File: src/rtl/complex_mult_arbiter.sv
// rtl/complex_mult_arbiter.sv - round-robin scheduler sharing one complex multiplier among requesters
// One transaction at a time; a watchdog flushes a hung multiplier and returns an error result.
module complex_mult_arbiter #(
    parameter int DATA_WIDTH = 8,
    parameter int NUM_REQ    = 4,
    parameter int TIMEOUT    = 64
) (
    input  logic                          clk,
    input  logic                          rst,
    input  logic [NUM_REQ-1:0]            req_op_val,
    output logic [NUM_REQ-1:0]            req_op_ready,
    input  logic [NUM_REQ*DATA_WIDTH-1:0] req_op_1_re,
    input  logic [NUM_REQ*DATA_WIDTH-1:0] req_op_1_im,
    input  logic [NUM_REQ*DATA_WIDTH-1:0] req_op_2_re,
    input  logic [NUM_REQ*DATA_WIDTH-1:0] req_op_2_im,
    output logic [NUM_REQ-1:0]            req_res_val,
    input  logic [NUM_REQ-1:0]            req_res_ready,
    output logic [2*DATA_WIDTH-1:0]       req_res_re,
    output logic [2*DATA_WIDTH-1:0]       req_res_im,
    output logic                          req_res_err,
    output logic                          mul_sw_rst,
    output logic                          mul_op_val,
    input  logic                          mul_op_ready,
    output logic [DATA_WIDTH-1:0]         mul_op_1_re,
    output logic [DATA_WIDTH-1:0]         mul_op_1_im,
    output logic [DATA_WIDTH-1:0]         mul_op_2_re,
    output logic [DATA_WIDTH-1:0]         mul_op_2_im,
    input  logic                          mul_res_val,
    output logic                          mul_res_ready,
    input  logic [2*DATA_WIDTH-1:0]       mul_result_re,
    input  logic [2*DATA_WIDTH-1:0]       mul_result_im,
    output logic                          busy,
    output logic [1:0]                    grant_id
);

    typedef enum logic [2:0] {IDLE, ISSUE, WAIT_RES, FLUSH, RETURN} state_e;

    localparam logic [1:0] LAST_RST = 2'(NUM_REQ - 1);
    localparam logic [7:0] WD_MAX   = 8'(TIMEOUT - 1);

    state_e                  state_q, state_d;
    logic [1:0]              grant_q, grant_d, last_q, last_d;
    logic [7:0]              wd_q, wd_d;
    logic                    flush_wait_q, flush_wait_d;
    logic [NUM_REQ-1:0]      res_val_q, res_val_d;
    logic [2*DATA_WIDTH-1:0] res_re_q, res_re_d, res_im_q, res_im_d;
    logic                    err_q, err_d;

    logic                    any_req;
    logic [1:0]              pick;
    logic [NUM_REQ-1:0]      grant_oh;
    logic                    res_ready_g;
    logic [DATA_WIDTH-1:0]   op1_re_sel, op1_im_sel, op2_re_sel, op2_im_sel;

    // Scan from farthest to nearest so the index right after last_q wins.
    always_comb begin
        pick    = '0;
        any_req = 1'b0;
        for (int k = NUM_REQ; k >= 1; k--) begin
            for (int i = 0; i < NUM_REQ; i++) begin
                if (req_op_val[i] && ((int'(last_q) + k) % NUM_REQ) == i) begin
                    pick    = 2'(i);
                    any_req = 1'b1;
                end
            end
        end
    end

    always_comb begin
        grant_oh    = '0;
        res_ready_g = 1'b0;
        op1_re_sel  = '0;
        op1_im_sel  = '0;
        op2_re_sel  = '0;
        op2_im_sel  = '0;
        for (int i = 0; i < NUM_REQ; i++) begin
            if (grant_q == 2'(i)) begin
                grant_oh[i] = 1'b1;
                res_ready_g = req_res_ready[i];
                op1_re_sel  = req_op_1_re[i*DATA_WIDTH +: DATA_WIDTH];
                op1_im_sel  = req_op_1_im[i*DATA_WIDTH +: DATA_WIDTH];
                op2_re_sel  = req_op_2_re[i*DATA_WIDTH +: DATA_WIDTH];
                op2_im_sel  = req_op_2_im[i*DATA_WIDTH +: DATA_WIDTH];
            end
        end
    end

    always_comb begin
        state_d       = state_q;
        grant_d       = grant_q;
        last_d        = last_q;
        wd_d          = wd_q;
        flush_wait_d  = flush_wait_q;
        res_val_d     = res_val_q;
        res_re_d      = res_re_q;
        res_im_d      = res_im_q;
        err_d         = err_q;
        req_op_ready  = '0;
        mul_op_val    = 1'b0;
        mul_op_1_re   = '0;
        mul_op_1_im   = '0;
        mul_op_2_re   = '0;
        mul_op_2_im   = '0;
        mul_res_ready = 1'b0;
        mul_sw_rst    = 1'b0;
        case (state_q)
            IDLE: begin
                if (any_req) begin
                    grant_d = pick;
                    wd_d    = '0;
                    state_d = ISSUE;
                end
            end
            ISSUE: begin
                mul_op_val   = 1'b1;
                mul_op_1_re  = op1_re_sel;
                mul_op_1_im  = op1_im_sel;
                mul_op_2_re  = op2_re_sel;
                mul_op_2_im  = op2_im_sel;
                req_op_ready = grant_oh & {NUM_REQ{mul_op_ready}};
                wd_d         = wd_q + 8'd1;
                if (mul_op_ready) begin
                    state_d = WAIT_RES;
                end else if (wd_q == WD_MAX) begin
                    flush_wait_d = 1'b0;
                    state_d      = FLUSH;
                end
            end
            WAIT_RES: begin
                mul_res_ready = 1'b1;
                wd_d          = wd_q + 8'd1;
                if (mul_res_val) begin
                    res_re_d  = mul_result_re;
                    res_im_d  = mul_result_im;
                    err_d     = 1'b0;
                    res_val_d = grant_oh;
                    state_d   = RETURN;
                end else if (wd_q == WD_MAX) begin
                    flush_wait_d = 1'b1;
                    state_d      = FLUSH;
                end
            end
            FLUSH: begin
                mul_sw_rst = 1'b1;
                last_d     = grant_q;
                if (flush_wait_q) begin
                    res_re_d  = '0;
                    res_im_d  = '0;
                    err_d     = 1'b1;
                    res_val_d = grant_oh;
                    state_d   = RETURN;
                end else begin
                    state_d = IDLE;
                end
            end
            RETURN: begin
                if (res_ready_g) begin
                    res_val_d = '0;
                    last_d    = grant_q;
                    state_d   = IDLE;
                end
            end
            default: state_d = IDLE;
        endcase
    end

    always_ff @(posedge clk or posedge rst) begin
        if (rst) begin
            state_q      <= IDLE;
            grant_q      <= '0;
            last_q       <= LAST_RST;
            wd_q         <= '0;
            flush_wait_q <= 1'b0;
            res_val_q    <= '0;
            res_re_q     <= '0;
            res_im_q     <= '0;
            err_q        <= 1'b0;
        end else begin
            state_q      <= state_d;
            grant_q      <= grant_d;
            last_q       <= last_d;
            wd_q         <= wd_d;
            flush_wait_q <= flush_wait_d;
            res_val_q    <= res_val_d;
            res_re_q     <= res_re_d;
            res_im_q     <= res_im_d;
            err_q        <= err_d;
        end
    end

    assign req_res_val = res_val_q;
    assign req_res_re  = res_re_q;
    assign req_res_im  = res_im_q;
    assign req_res_err = err_q;
    assign busy        = (state_q != IDLE);
    assign grant_id    = grant_q;

endmodule

File: config.mk
export PLATFORM = sky130hd
export DESIGN_NAME = complex_mult_arbiter
export DESIGN_NICKNAME = d
export VERILOG_FILES = /design/src/rtl/complex_mult_arbiter.sv
export SDC_FILE = /design/constraint.sdc
export NUM_CORES = 1
export LEC_CHECK = 0
export BUFFER_PORTS_ARGS = -buffer_cell sky130_fd_sc_hd__buf_2
export CAP_MARGIN = 20
export CORE_AREA = 2 2 96 98
export CTS_CLUSTER_SIZE = 20
export DETAILED_ROUTE_END_ITERATION = 8
export DIE_AREA = 0 0 98 100
export PLACE_DENSITY = 0.79
export SETUP_SLACK_MARGIN = 0.3
export SYNTH_ARGS = -nofsm -noshare
export SYNTH_HDL_FRONTEND = slang
export SYNTH_SLANG_ARGS = --single-unit
File: constraint.sdc
create_clock -name clk -period 2.2 [get_ports clk]
set_input_delay 0.33 -clock clk [delete_from_list [all_inputs] [get_ports clk]]
set_output_delay 0.33 -clock clk [all_outputs]
set_load 0.02 [all_outputs]
Word-level counts from Yosys, hierarchy flattened

Index checks and enable logic that the tools add are counted.

Add/sub/neg operators: 5
Equality and inequality tests: 28
Mux-type cells: 91
Bitwise operators: 5
Reduce and logical (&&, ||, !) cells: 40

Operators by type and width:

| operator                                             | number |
|---|---|
| two-way mux 8 bit                                    | 21 |
| zero test 32 bit                                     | 4 |
| one-hot mux 16 bit (2 select lines)                  | 2 |
| two-way mux 16 bit                                   | 3 |
| two-way mux 1 bit                                    | 34 |
| two-way mux 2 bit                                    | 15 |
| equality test 3 bit (second input constant)          | 9 |
| equality test 3 x 2 -> 1 bit (second input constant) | 6 |
| two-way mux 3 bit                                    | 6 |
| logical AND 1 bit                                    | 16 |
| two-way mux 4 bit                                    | 4 |
| != test 2 bit (second input constant)                | 8 |
| one-hot mux 8 bit (2 select lines)                   | 1 |
| one-hot mux 3 bit (5 select lines)                   | 1 |
| one-hot mux 4 bit (3 select lines)                   | 1 |
| OR reduction 2 bit                                   | 5 |
| adder 8 x 1 -> 8 bit (second input constant)         | 1 |
| equality test 8 x 6 -> 1 bit (second input constant) | 1 |
| AND reduction 2 bit                                  | 4 |
| nonzero test 2 bit                                   | 4 |
| nonzero test 3 bit                                   | 2 |
| AND reduction 5 bit                                  | 1 |
| adder 2 x 1 -> 2 bit (second input constant)         | 2 |
| adder 2 bit (second input constant)                  | 2 |
| 11 further kinds                                     | 16 |

Bits in registers: 53
Input port bits: 172
Output and inout port bits: 79
Word-level logic and storage cells: 178

Longest topological paths before layout

Depth after elaboration: 23
Mapped depth: 6
Depth with buffers taken out: 5

Worst setup path before layout

Ideal clock, no wire load.

Kind: register -> output
Start: register state_q[1]
End: output port req_op_ready[2]
Arrival time: 1.741 ns
Data required time: 1.870 ns
Slack: 0.129 ns
Cell stages (with the launch flop): 7
Cells stage by stage: dfrtp_1 > buf_4 > or3b_1 > buf_2 > inv_2 > nand2_1 > nor3b_1

Longest elaborated chain between the ends: 2

RTL lines:

| element                      | line | text |
|---|---|---|
| start: declaration           | 41   | `state_e state_q, state_d;` |
| start signal: assignment     | 179  | `state_q <= state_d;` |
| equality test 3 x 1 -> 1 bit | 106  | `case (state_q)` |
| two-way mux 4 bit            | 106  |  |
| end: declaration             | 11   | `output logic [NUM_REQ-1:0] req_op_ready,` |

No other way between the ends.

Final worst setup path

Start: register grant_q[0] (netlist: grant_id[0])
End: output port mul_op_2_re[2]

Longest elaborated chain between the ends: 6

RTL lines:

| element                        | line | text |
|---|---|---|
| start: declaration             | 42   | `logic [1:0] grant_q, grant_d, last_q, last_d;` |
| start signal: assignment       | 180  | `grant_q <= grant_d;` |
| zero test 2 bit                | 77   | `if (grant_q == 2'(i)) begin` |
| two-way mux 8 bit (3 in a row) | 77   |  |
| two-way mux 8 bit (*)          | 77   |  |
| two-way mux 8 bit (*)          | 106  |  |
| end: declaration               | 26   | `output logic [DATA_WIDTH-1:0] mul_op_2_re,` |

Mark *: on every way between the ends. The rest lies on a longest branch, timed or not.

==> flow_metrics.py <==
metrics = {
    "status": {
        "status": "finished, violations left",
        "violations": "setup timing",
    },
    "die": {
        "io_pins": 251,
        "initial_core_util_pct": 37.2,
        "die_width_um": 98,
        "core_sq_mm": 0.00889,
        "die_area_sq_mm": 0.00980,
        "rows": 35,
        "die_h_um": 100,
    },
    "clock_tree": {
        "cts_tree": "done",
        "clk_pin_slew_ps": 90,
        "cts-htree-levels": 2,
        "insertion_delay_ps": 300,
        "cts_buffers": 5,
        "root_buffer": "clkbuf_8",
        "cts_sinks": 53,
        "clk_path_buf_depth": 2,
        "cts_hold_buf": 0,
    },
    "place": {
        "io_buffers": 250,
        "place_area_sq_mm": 0.00473,
        "dpl.hpwl_mm": 8.54,
        "gp_congestion": 0.909,
        "dp_slack_ps": 275,
    },
    "sta": {
        "setup-violations-final": 1,
        "drv_slew": 0,
        "skew_ps": 6.56,
        "worst_slew_pin_slew_ps": 509,
        "rsz0062_at_grt": "true",
        "final_hold_viol_count": 0,
        "fmax_ghz": 0.454,
        "layout_setup_ws_ps": -2.78,
        "fin_crit_sh_pct": 100,
        "period_needed_ps": 2200,
        "worst_slew_margin_rel_pct": 66.0,
    },
    "grt": {
        "grt_use_total_pct": 20.5,
        "grt_overflow_total": 0,
        "antenna_found_initial": 0,
        "grt_max_degree": 34,
        "grt_pass1_vias": 3309,
        "grt_pass1_wl_mm": 16.0,
    },
    "power": {
        "max-vdd-ir-drop_mv": 0.771,
        "leakagePower_nw": 2.77,
        "powerDensity_mw_per_mm2": 1370,
    },
    "routing": {
        "drt_iter0_drc": 86,
        "firstDrtPassIters": 4,
        "drc": 0,
        "vias": 3359,
        "via_per_inst": 5.23,
        "postRouteWirelength_mm": 11.1,
        "final_antenna_net_count": 0,
        "wl_per_cell_um": 17.3,
    },
    "worst_setup_path": {
        "arrival_ps": 1870,
        "path_class": "flop to output port",
        "critPathMaxFanout": 3,
        "critical_path_required_ps": 1870,
        "crit_path_end_kind": "output port",
        "start_kind": "flop",
    },
    "synthesis": {
        "yosysSeqAreaShare_pct": 40.2,
        "yosys_register_bits": 53,
        "ys_async_sr_fraction_pct": 100,
        "synthesis.area_sq_mm": 0.00330,
        "syn_area_per_cell_sq_um": 12.2,
        "synth_ff_type": "dfrtp_1",
        "netlist_instances": 271,
        "synth_cell_type_count": 48,
        "synth_warnings": 0,
        "syn_nets": 444,
        "synth_edf_count": 0,
    },
    "cells_and_area": {
        "fin_area_sq_mm": 0.00538,
        "final_nets": 703,
        "insertedDiodeCount": 0,
        "drive_gt1_share_pct": 68.7,
        "syn2layout_area_growth_pct": 62.8,
    },
    "hold_path": {
        "hold_class": "input pin to async pin",
    },
    "flow_run": {
        "max_cap_viol_count": 0,
    },
}
-- sequential cells by signal, summed over array words and instances (netlist names) --
register / cells
req_res_im: 16
req_res_re: 16
wd_q: 8
req_res_val: 4
state_q: 3
grant_id: 2
last_q: 2
flush_wait_q: 1
req_res_err: 1
-- placed cells by master, fill, tap and decap left out, types with 2 or more instances in the layout --
cell type / n
buf_2: 226
dfrtp_1: 50
a22o_1: 33
mux4_2: 33
buf_6: 31
and2_4: 18
and2_1: 14
nand2_1: 12
a21oi_1: 8
o21ai_0: 8
buf_4: 7
clkbuf_8: 5
clkbuf_16: 5
buf_8: 5
nand2b_1: 4
nor2_1: 4
buf_12: 4
mux2i_1: 3
mux2_2: 3
inv_1: 3
nor3_1: 3
a21o_1: 3
or3b_4: 2
and3_1: 2
nand3_1: 2
nor2_4: 2
nor3b_4: 2
nor3b_1: 2
o31ai_1: 2
clkbuf_1: 2
dfstp_2: 2
-- layer usage --
metal	up-vias	global-route usage [%]	wire [um]
li1	1555	-	-
met4	0	5.98	246
met1	1613	23.3	4050
met3	21	5.99	958
met5	-	0	0
met2	170	37.6	5880
-- cells by family after synthesis --
logic type	share of synthesized area (%)
buffers and inverters	4.36
AND/OR/NAND/NOR	14.4
adder cells (fa/ha/maj)	0.379
flip-flops	40.2
multiplexers	24.8
AO/OA/AOI/OAI	15.9
-- cell usage after synthesis (all sizes together), types with 2 or more instances --
cell / number / area [sq um]
dfrtp: 51 / 1280
a22o: 34 / 299
mux4: 33 / 743
and2: 32 / 200
buf: 16 / 83.8
nand2: 14 / 52.6
a21oi: 10 / 65.1
clkbuf: 10 / 37.5
o21ai: 9 / 48.8
inv: 6 / 22.5
nor2: 6 / 30.0
nor3b: 5 / 37.5
mux2: 4 / 45.0
nand2b: 4 / 25.0
nor3: 4 / 20.0
a21o: 3 / 22.5
and3: 3 / 23.8
mux2i: 3 / 30.0
o31ai: 3 / 36.3
dfstp: 2 / 52.6
nand3: 2 / 10.0
or3b: 2 / 20.0
or4: 2 / 18.8
-- cell type report --
class	count	area, sq um
fillers	714	3510
flip-flops and latches	53	1330
clock buffers	7	76.3
inverters	6	32.5
repair buffers	278	1810
well taps	111	139
clock inverters	1	8.76
multi-input cells	186	1980
-- worst paths after layout --
kind	from	end	slack (ps)	depth (start not counted)
worst max-delay path	grant_id[0]	mul_op_2_re[2]	-3	6
worst min register to register	req_res_val[0]	req_res_val[0]	490	1
max in group asynchronous	rst	req_res_im[4]	1620	3
worst max register to register	grant_id[0]	last_q[0]	170	7
min in group clk	mul_result_im[6]	req_res_im[6]	250	2
worst min-delay path	rst	wd_q[4]	50	2
-- worst max-delay path, stage by stage (launching register included) --
cell	delay (ps)
dfrtp_4	510
buf_6	150
buf_6	110
buf_6	110
mux4_2	430
and2_4	150
buf_6	120
-- where the power goes --
group / internal, mW / switching (mW) / leakage (nW) / total (mW)
Sequential: 1.33 / 0.225 / 0.686 / 1.56
Clock: 0.228 / 0.301 / 0.0424 / 0.529
Combinational: 2.74 / 2.53 / 2.04 / 5.27
Total: 4.30 / 3.06 / 2.77 / 7.36
-- stage by stage --
stage	util [%]	total power [mW]	instances	hold WS [ps]	setup TNS (ps)
after detailed placement	53.2	5.63	618	389	0
after global routing	60.5	7.81	642	69.6	-346
after CTS	54.9	6.33	629	51.7	0
final	60.5	7.36	642	49.3	-2.78
after global placement	53.2	5.54	618	382	0
after floorplan	-	4.39	271	456	0
-- timing repair --
action,in CTS,in global routing
setup endpoints to repair,40,44
setup buffers,3,6
pin swaps,3,25
gates cloned,0,7
resized for setup,17,91
(Power assumes the default switching activity.)
